**src/rtl/uart_tx.sv**
```systemverilog
// UART transmitter: start bit, DATA_W data bits LSB first, optional even parity, one stop bit.
// Define UART_TX_PARITY_EN to compile in the even-parity bit.
module uart_tx #(
    parameter int CLKS_PER_BIT = 434,
    parameter int DATA_W       = 8
) (
    input  logic              clk,
    input  logic              rst_n,
    input  logic              start,
    input  logic [DATA_W-1:0] data_in,
    output logic              tx,
    output logic              busy,
    output logic              done
);

    localparam int CNT_W = (CLKS_PER_BIT > 1) ? $clog2(CLKS_PER_BIT) : 1;
    localparam int IDX_W = $clog2(DATA_W);
    localparam logic [CNT_W-1:0] CNT_MAX = CNT_W'(CLKS_PER_BIT - 1);
    localparam logic [IDX_W-1:0] IDX_MAX = IDX_W'(DATA_W - 1);

    typedef enum logic [2:0] {
        IDLE,
        START,
        DATA,
`ifdef UART_TX_PARITY_EN
        PARITY,
`endif
        STOP
    } state_t;

    state_t            state, state_n;
    logic [CNT_W-1:0]  cnt, cnt_n;
    logic [IDX_W-1:0]  idx, idx_n;
    logic [DATA_W-1:0] shreg, shreg_n;
    logic              tx_n, busy_n, done_n;
    logic              bit_end;
`ifdef UART_TX_PARITY_EN
    logic              par, par_n;
`endif

    assign bit_end = (cnt == CNT_MAX);

    always_ff @(posedge clk or negedge rst_n) begin
        if (!rst_n) begin
            state <= IDLE;
            cnt   <= '0;
            idx   <= '0;
            shreg <= '0;
            tx    <= 1'b1;
            busy  <= 1'b0;
            done  <= 1'b0;
`ifdef UART_TX_PARITY_EN
            par   <= 1'b0;
`endif
        end else begin
            state <= state_n;
            cnt   <= cnt_n;
            idx   <= idx_n;
            shreg <= shreg_n;
            tx    <= tx_n;
            busy  <= busy_n;
            done  <= done_n;
`ifdef UART_TX_PARITY_EN
            par   <= par_n;
`endif
        end
    end

    // tx is registered, so each transition loads the level of the bit being entered
    always_comb begin
        state_n = state;
        cnt_n   = cnt;
        idx_n   = idx;
        shreg_n = shreg;
        tx_n    = tx;
        busy_n  = busy;
        done_n  = 1'b0;
`ifdef UART_TX_PARITY_EN
        par_n   = par;
`endif
        if (state != IDLE) begin
            cnt_n = bit_end ? '0 : cnt + 1'b1;
        end
        unique case (state)
            IDLE: begin
                tx_n   = 1'b1;
                busy_n = 1'b0;
                if (start) begin
                    state_n = START;
                    shreg_n = data_in;
                    cnt_n   = '0;
                    idx_n   = '0;
                    tx_n    = 1'b0;
                    busy_n  = 1'b1;
`ifdef UART_TX_PARITY_EN
                    par_n   = ^data_in;
`endif
                end
            end
            START: begin
                if (bit_end) begin
                    state_n = DATA;
                    tx_n    = shreg[0];
                end
            end
            DATA: begin
                if (bit_end) begin
                    shreg_n = shreg >> 1;
                    if (idx == IDX_MAX) begin
                        idx_n = '0;
`ifdef UART_TX_PARITY_EN
                        state_n = PARITY;
                        tx_n    = par;
`else
                        state_n = STOP;
                        tx_n    = 1'b1;
`endif
                    end else begin
                        idx_n = idx + 1'b1;
                        tx_n  = shreg[1];
                    end
                end
            end
`ifdef UART_TX_PARITY_EN
            PARITY: begin
                if (bit_end) begin
                    state_n = STOP;
                    tx_n    = 1'b1;
                end
            end
`endif
            STOP: begin
                if (bit_end) begin
                    state_n = IDLE;
                    tx_n    = 1'b1;
                    busy_n  = 1'b0;
                    done_n  = 1'b1;
                end
            end
            default: begin
                state_n = IDLE;
                tx_n    = 1'b1;
                busy_n  = 1'b0;
            end
        endcase
    end

endmodule

```
**config.mk**
```make
export PLATFORM = sky130hd
export DESIGN_NAME = uart_tx
export DESIGN_NICKNAME = d
export VERILOG_FILES = /design/src/rtl/uart_tx.sv
export SDC_FILE = /design/constraint.sdc
export NUM_CORES = 1
export LEC_CHECK = 0
export ABC_AREA = 0
export BUFFER_PORTS_ARGS = -buffer_cell sky130_fd_sc_hd__buf_2
export CAP_MARGIN = 40
export CORE_UTILIZATION = 36
export DETAILED_ROUTE_END_ITERATION = 6
export GPL_TIMING_DRIVEN = 0
export PLACE_DENSITY = 0.6
export REMOVE_ABC_BUFFERS = 1
export SLEW_MARGIN = 40
export SYNTH_ARGS = -nofsm -noshare
export SYNTH_HDL_FRONTEND = slang
export SYNTH_SLANG_ARGS = --single-unit
```
**constraint.sdc**
```tcl
create_clock -name clk -period 3.2 [get_ports clk]
set_input_delay 0.32 -clock clk [delete_from_list [all_inputs] [get_ports clk]]
set_output_delay 0.32 -clock clk [all_outputs]
set_load 0.01 [all_outputs]
```
## Word level (Yosys, flattened, before mapping)

Index checks and enable logic that the tools add are counted.

| word-level totals | value |
|---|---|
| register bits after elaboration | 26 |
| bits of input ports | 11 |
| output and inout bits | 3 |
| logic and storage cells | 56 |

| cells by class | value |
|---|---|
| $add $sub $neg | 2 |
| equal/unequal tests | 10 |
| multiplexer cells | 28 |
| bitwise operators | 1 |
| reductions and logical operators | 8 |

Operators by type and width:

| kind | number |
|---|---|
| $mux W9 | 4 |
| $mux W3 | 8 |
| $mux W8 | 2 |
| $pmux W8 S2 | 1 |
| $pmux W3 S4 | 1 |
| $ne A2 B2 Y1 const B | 5 |
| $add A9 B1 Y9 const B | 1 |
| $eq A9 B9 Y1 const B | 1 |
| $mux W1 | 9 |
| $eq A3 B2 Y1 const B | 2 |
| $pmux W3 S2 | 1 |
| $reduce_and A3 Y1 | 2 |
| $reduce_and A5 Y1 | 1 |
| $pmux W1 S4 | 1 |
| $add A3 B1 Y3 const B | 1 |
| $eq A3 B1 Y1 const B | 1 |
| $eq A3 B3 Y1 const B | 1 |
| $logic_not A3 Y1 | 1 |
| $pmux W1 S3 | 1 |
| $reduce_bool A3 Y1 | 1 |
| $reduce_and A2 Y1 | 1 |
| $reduce_bool A2 Y1 | 1 |
| $reduce_or A2 Y1 | 1 |
| $not A1 Y1 | 1 |

## Logic depth before layout (Yosys ltp)

Gate-level depths: netlist of run 1.

| depth | value |
|---|---|
| word-level depth | 5 |
| gate-level depth with buffers | 8 |
| mapped depth without buffers | 6 |

## Worst setup path after synthesis of run 1

Ideal clock, no wire load.

| timing path | value |
|---|---|
| kind | reg-to-reg |
| from | register state[0] |
| to | register state[0] |
| library setup time | 0.125 ns |
| arrival | 1.791 ns |
| slack | 1.284 ns |
| stages on the path, launching flop included | 7 |
| clock period less this slack | 1.916 ns |
| cells stage by stage | dfrtp_1 > inv_1 > ha_1 > clkbuf_1 > or3_1 > a211oi_2 > mux2_2 |

| between the ends | value |
|---|---|
| cells in the longest elaborated chain, start to end | 3 |
| elaborated cells between the ends (all ways) | 11 |
| classes of those cells | eq/ne: 8; mux: 1; reduce/logical: 2 |

Ends and longest elaborated chain:

| item | line | RTL |
|---|---|---|
| from (decl) | 31 | `state_t state, state_n;` |
| from (signal assigned) | 56 | `state <= state_n;` |
| $eq A3 B2 Y1, or another cell as far along | 84 | `unique case (state)` |
| $ne A2 B2 Y1 (no source line) | - |  |
| $reduce_and A5 Y1 (no source line) | - |  |

Parallel ways exist; a longest one is shown, timed or not.
A chain may end at the register's enable or synchronous reset.

## Worst setup path in the final report of run 1

| timing path | value |
|---|---|
| from | register state[0] |
| to | register shreg[2] |

| between the ends | value |
|---|---|
| cells in the longest elaborated chain, start to end | 3 |
| elaborated cells between the ends (all ways) | 7 |
| classes of those cells | eq/ne: 3; mux: 1; reduce/logical: 3 |

Ends and longest elaborated chain:

| item | line | RTL |
|---|---|---|
| $eq A3 B2 Y1 / $logic_not A3 Y1 (equally long branches) | 84 |  |
| $ne A2 B2 Y1 (no source line) / $reduce_bool A2 Y1 (equally long branches) | - |  |
| $reduce_and A3 Y1 (no source line) | - |  |
| to (signal assigned) | 59 | `shreg <= shreg_n;` |
| to (decl) | 34 | `logic [DATA_W-1:0] shreg, shreg_n;` |

Parallel ways exist; a longest one is shown, timed or not.

==> impl_metrics.py, run 1 <==
metrics = {
    "global_routing": {
        "gr-total-overflow": 0,
        "grt_start_max_net_pins": 26,
        "grt_pass1_vias": 999,
        "grt_pass1_wl_um": 4657,
        "antenna_found_initial": 0,
        "globalRouteTotalUtil": 0.1429,
    },
    "place": {
        "dp_hpwl_um": 1951,
        "routabilityCongestion": 0.8257,
        "portBuffers": 13,
    },
    "timing": {
        "setup-violations-final": 0,
        "finalCritPeriodShare": 0.7359,
        "worst_slew_pin_slew_ns": 0.6576,
        "fin_crit_ns": 2.355,
        "hold_violations": 0,
        "skew_ns": 0.001858,
        "fmax_mhz": 424.7,
        "slew_headroom": 0.5616,
        "rsz0062_at_grt": "no",
        "slew_viol_final": 0,
        "setup_tns_ns": 0,
    },
    "worst_setup_path": {
        "reg2reg_slack_ns": 0.85,
        "ff2ff_path_depth": 5,
        "endpoint_kind": "flop",
        "cp.required_ns": 3.36,
        "rr_endpoint": "shreg[2]",
        "cpMaxStageDelayCell": "nor2b_2",
        "crit_path_max_incr_delay_ns": 0.55,
        "path_max_fanout": 13,
        "worstSetupStartpoint": "state[0]",
        "worst-setup-path-type": "reg2reg",
        "cpLargestDelayFamily": "simple AND/OR/NAND/NOR gates",
        "crit_arrival_ns": 2.52,
        "cp-start-kind": "flop",
        "regToRegStartpoint": "state[0]",
        "path_buf_inv": 1,
        "worstPathCellList": "inv_1, ha_1, nor2b_2, a211o_1, mux2_4",
    },
    "clocking": {
        "cts_root_buf": "clkbuf_8",
        "clockBufferDepth": 2,
        "cts_tree": "yes",
        "ctsResizeCount": 0,
        "clk_pin_slew_worst_paths_ns": 0.09,
        "post-cts-setup-buffer-count": 0,
        "clkLatencyLatePin_ns": 0.27,
        "cts_made_buffers": 3,
        "hold_buffers": 0,
        "cts-htree-levels": 1,
        "cts_num_sinks": 25,
    },
    "power_and_ir_drop": {
        "leakage_nw": 0.7460,
        "p_per_area_mw_per_mm2": 918.2,
        "peakVddDrop_uv": 358.1,
        "total_power_mw": 1.461,
    },
    "logic_synthesis": {
        "netlist_area_mm2": 0.001455,
        "synth-edff-count": 0,
        "ys_ff_latch": 25,
        "yosys-top-cells-area": "dfrtp_1, ha_1, mux2_2, mux2_4, o21ai_0",
        "synth_largest_area_cell": "dfrtp_1",
        "ys_async_sr_fraction": 1.000,
        "ys_seq_area_frac": 0.4308,
        "ys_top_cells_by_count": "dfrtp_1, mux2_2, o21ai_0",
        "ys_warn_count": 0,
        "yosysUniqueCellTypes": 35,
        "syn_inst": 138,
        "synth_top_area_share": 0.4127,
        "syn-mean-instance-area_um2": 10.54,
        "synth_ff_type": "dfrtp_1",
        "yosysMostFrequentCell": "dfrtp_1",
    },
    "finish": {
        "fin_nets": 170,
        "area_growth_pct": 9.373,
        "diodes": 0,
        "fill_cells": 356,
        "layout-drive-gt1-share": 0.2685,
    },
    "drt": {
        "drtIter0Drc": 46,
        "first_pass_iters": 3,
        "drt_drc_violations_left": 0,
        "antenna_left": 0,
        "totalWireLength_um": 2698,
        "vias": 1023,
        "wire_per_inst_um": 13.70,
        "vias_per_cell": 5.193,
    },
    "job": {
        "maxCapViolations": 0,
    },
    "die": {
        "dieArea_mm2": 0.004300,
        "io_pins": 14,
        "core_mm2": 0.003771,
        "initial_core_util": 0.3859,
        "fp.dieH_um": 65.58,
        "die_x_um": 65.58,
        "placementRows": 22,
    },
    "status": {
        "outcome": "finished clean",
    },
    "min_path": {
        "hold_path_class": "in2async",
    },
}
==> cells by family after synthesis <==
kind of cell	share of synthesized area
AND/OR/NAND/NOR	0.1384
buffers and inverters	0.04901
flip-flops	0.4308
XOR/XNOR	0.006020
AO/OA/AOI/OAI	0.1488
multiplexers	0.1496
adder cells (fa/ha/maj)	0.07739
==> layout make-up <==
| cell class | instances | area [µm²] | share of cell area |
|---|---|---|---|
| Sequential cell | 25 | 626.9 | 0.3939 |
| Tap cell | 48 | 60.06 | 0.03774 |
| Clock buffer | 3 | 41.29 | 0.02594 |
| Timing Repair Buffer | 13 | 65.06 | 0.04088 |
| Clock inverter | 1 | 5.005 | 0.003145 |
| Inverter | 9 | 33.78 | 0.02123 |
| Multi-Input combinational cell | 98 | 759.5 | 0.4772 |
==> worst max path at each step <==
stage                          end  slack [ns]  cells after the start
after detailed placement  shreg[2]        0.85                      5
after CTS                 shreg[4]        0.82                      5
final                     shreg[2]        0.85                      5
after global placement    shreg[6]        0.62                      5
after floorplan           shreg[0]        1.08                      5
after global routing      shreg[6]        0.70                      5
==> registers in the layout, indices dropped and copies added, names as in the netlist <==
register  count
state         2
idx           3
tx            1
done          1
shreg         8
cnt           9
busy          1
==> per-layer routing <==
layer  up-vias  global-route usage  part of all wire
li1        517                   -                 -
met1       491              0.1943              0.52
met2        10              0.2191              0.45
met3         5             0.02083             0.019
met4         0             0.07337             0.018
met5         -                   0                 0
==> worst reg2reg max path: cells and delay by family, from the launching register on <==
| family | cells | cell delay, ns |
|---|---|---|
| muxes | 1 | 0.34 |
| and+or+nand+nor | 1 | 0.56 |
| buffers and inverters | 1 | 0.10 |
| DFF | 1 | 0.43 |
| AOI/OAI and AO/OA | 1 | 0.47 |
| adders and majority gates | 1 | 0.35 |
==> through the flow <==
| stage | hold WS, ns | cells | area [µm²] | util | setup slack [ns] |
|---|---|---|---|---|---|
| floorplan | 0.02441 | 132 | 1418 | - | 1.082 |
| global placement | 0.3447 | 193 | 1543 | 0.4091 | 0.6207 |
| detailed placement | 0.3491 | 193 | 1545 | 0.4098 | 0.8492 |
| CTS | 0.05180 | 197 | 1592 | 0.4220 | 0.8199 |
| global route | 0.07694 | 197 | 1592 | 0.4220 | 0.6951 |
| finish | 0.02550 | 197 | 1592 | 0.4220 | 0.8452 |
==> cells in the final DEF, fill, tap and decap left out, types with 2 or more instances in the layout <==
master / count
dfrtp_1: 24
buf_2: 13
o21ai_0: 10
mux2_2: 10
inv_1: 9
nand2_1: 9
nor2_1: 9
ha_1: 9
a21oi_1: 8
nand3_1: 8
mux2_4: 7
or3_1: 3
a31oi_1: 3
clkbuf_8: 3
a21o_1: 2
o22ai_1: 2
==> power breakdown <==
group / leakage (nW) / total [mW] / internal (mW) / switching, mW
Clock: 0.0255 / 0.189 / 0.0873 / 0.102
Combinational: 0.402 / 0.709 / 0.372 / 0.337
Sequential: 0.318 / 0.563 / 0.447 / 0.116
Total: 0.746 / 1.46 / 0.906 / 0.555
Power figures use the tool's default switching activity.
==> run 2, diff against run 1 <==
- PLACE_DENSITY: 0.6 -> 0.62
- clock period: 3.2 -> 2.1 ns (I/O delays scaled with it)
==> run 2 against run 1 <==
Net effect:
- non-clock buffer count grew 5
- cell count grew 2.5%
- core utilization grew 1.9 points
- flip-flop and latch count is the same
- total power grew 58%
- first-iteration DRC count shrank 17%
- critical path depth is the same
- fmax grew 17%
- clock power grew 53%
- critical endpoint is now shreg[0]
- largest power group unchanged
- highest routed layer unchanged
==> impl_metrics.py, run 2 (synthesized netlist as in run 1, its figures left out) <==
metrics = {
    "status": {
        "outcome": "finished clean",
    },
    "die": {
        "io_pins": 14,
        "dieArea_mm2": 0.004300,
        "die_x_um": 65.58,
        "initial_core_util": 0.3859,
        "placementRows": 22,
        "fp.dieH_um": 65.58,
        "core_mm2": 0.003771,
    },
    "place": {
        "place_area_mm2": 0.001545,
        "routabilityCongestion": 0.8094,
        "portBuffers": 13,
        "place_ws_ns": -0.2766,
        "dp_hpwl_um": 2017,
    },
    "min_path": {
        "hold_depth": 3,
        "min_to": "shreg[7]",
        "hold_path_class": "in2reg",
        "hp-start": "data_in[7]",
    },
    "global_routing": {
        "gr-total-overflow": 0,
        "globalRouteTotalUtil": 0.1520,
        "antenna_found_initial": 0,
        "use_met1": 0.1915,
        "grtUsageMet2": 0.2668,
        "grt_start_max_net_pins": 26,
        "grt.busiest_layer": "met2",
        "grt_pass1_wl_um": 5064,
        "met3_usage": 0.03646,
        "grt_pass1_vias": 1094,
    },
    "job": {
        "maxCapViolations": 0,
    },
    "worst_setup_path": {
        "crit_path_max_incr_delay_ns": 0.43,
        "cpMaxStageDelayCell": "dfrtp_1",
        "cpLargestDelayFamily": "flip-flops",
        "worstPathCellList": "inv_1, ha_1, nor2b_4, a211o_4, mux2_4",
        "path_buf_inv": 1,
        "rr_endpoint": "shreg[0]",
        "crit_arrival_ns": 2.17,
        "worst-setup-path-type": "reg2reg",
        "cp.required_ns": 2.26,
        "cp-start-kind": "flop",
        "regToRegStartpoint": "state[0]",
        "endpoint_kind": "flop",
        "path_max_fanout": 9,
        "reg2reg_slack_ns": 0.09,
        "ff2ff_path_depth": 5,
    },
    "timing": {
        "finalCritPeriodShare": 0.9590,
        "setup-violations-final": 0,
        "worst_slack_ns": 0.08615,
        "fin_crit_ns": 2.014,
        "slew_viol_final": 0,
        "skew_ns": 0.004162,
        "hold_violations": 0,
        "worst_slew_pin_slew_ns": 0.6008,
        "fmax_mhz": 496.6,
        "slew_headroom": 0.5994,
    },
    "clocking": {
        "clockBufferDepth": 2,
        "cts-htree-levels": 1,
        "clk_pin_slew_worst_paths_ns": 0.08,
        "cts_made_buffers": 3,
        "clkLatencyLatePin_ns": 0.27,
        "cts_num_sinks": 25,
        "cts_root_buf": "clkbuf_8",
        "cts_tree": "yes",
    },
    "drt": {
        "totalWireLength_um": 2858,
        "wire_per_inst_um": 14.15,
        "drtIter0Drc": 38,
        "vias": 1081,
        "antenna_left": 0,
        "drt_drc_violations_left": 0,
        "vias_per_cell": 5.351,
        "first_pass_iters": 4,
    },
    "finish": {
        "area_growth_pct": 14.19,
        "reg_top3": "cnt x9, shreg x8, idx x3",
        "diodes": 0,
        "layout-drive-gt1-share": 0.2922,
        "largest_reg_flops": 9,
        "largest_register": "cnt",
        "final_cell_mix": "dfrtp_1, buf_2, o21ai_0, mux2_2",
        "final_cell_area_mm2": 0.001662,
        "layout_commonest_cell": "dfrtp_1",
        "fin_nets": 175,
    },
    "power_and_ir_drop": {
        "power.switching_mw": 0.8726,
        "p_clk_frac": 0.126,
        "p_per_area_mw_per_mm2": 1388,
        "p_seq_frac": 0.375,
        "intPower_mw": 1.434,
        "total_power_mw": 2.306,
        "leakage_nw": 0.7882,
        "peakVddDrop_uv": 742.5,
        "p_sw_frac": 0.3783,
        "combPwrFrac": 0.500,
    },
}
## run 2: worst min-delay path: stages
cell and delay, ns:
buf_2 0.08, a22oi_1 0.05, o22ai_1 0.15
## run 2: per-layer routing
layer	share of wire	wire length, µm	up-vias
li1	-	-	530
met1	0.45	1298	532
met2	0.52	1475	16
met3	0.026	73	3
met4	0.0035	10	0
met5	0	0	-
## run 2: worst max-delay path by stage
stage                   from       end  slack (ns)  depth (start not counted)
floorplan           state[0]  shreg[0]       -0.02                          5
global placement    state[0]  shreg[6]       -0.47                          5
detailed placement  state[0]  shreg[0]       -0.28                          5
CTS                   cnt[6]  shreg[0]       0.004                          4
global route        state[0]  shreg[6]       -0.02                          5
finish              state[0]  shreg[0]        0.09                          5
## run 2: layout make-up
| cell class | count | area [µm²] |
|---|---|---|
| Fill cell | 345 | 2110 |
| Multi-Input combinational cell | 98 | 790.8 |
| Sequential cell | 25 | 626.9 |
| Timing Repair Buffer | 18 | 105.1 |
| Tap cell | 48 | 60.06 |
| Clock buffer | 4 | 45.04 |
| Inverter | 9 | 33.78 |
## run 2: power groups by stage
stage | registers [mW] | logic (mW) | clock network [mW]
finish | 0.864 | 1.15 | 0.290
global route | 0.897 | 1.29 | 0.320
CTS | 0.863 | 1.12 | 0.299
detailed placement | 0.872 | 1.10 | 0
global placement | 0.854 | 1.05 | 0
floorplan | 0.829 | 0.884 | 0
## run 2: metrics by stage
| step | util | hold WS (ns) | setup TNS (ns) | std cells |
|---|---|---|---|---|
| 2_1_floorplan | - | -0.08559 | -0.1272 | 132 |
| 3_3_place_gp | 0.4091 | 0.2352 | -3.666 | 193 |
| 3_5_place_dp | 0.4098 | 0.2587 | -2.113 | 193 |
| 4_1_cts | 0.4267 | 0.2689 | 0 | 198 |
| 5_1_grt | 0.4406 | 0.2971 | -0.06553 | 202 |
| 6_report | 0.4406 | 0.2656 | 0 | 202 |
## run 2: what timing repair did
action / 4_1_cts / 5_1_grt
pin swaps: 0 / 1
hold buffers: 1 / 0
hold endpoints to repair: 24 / 0
setup buffers: 0 / 4
resized for setup: 3 / 3
endpoints found under the setup margin: 11 / 10
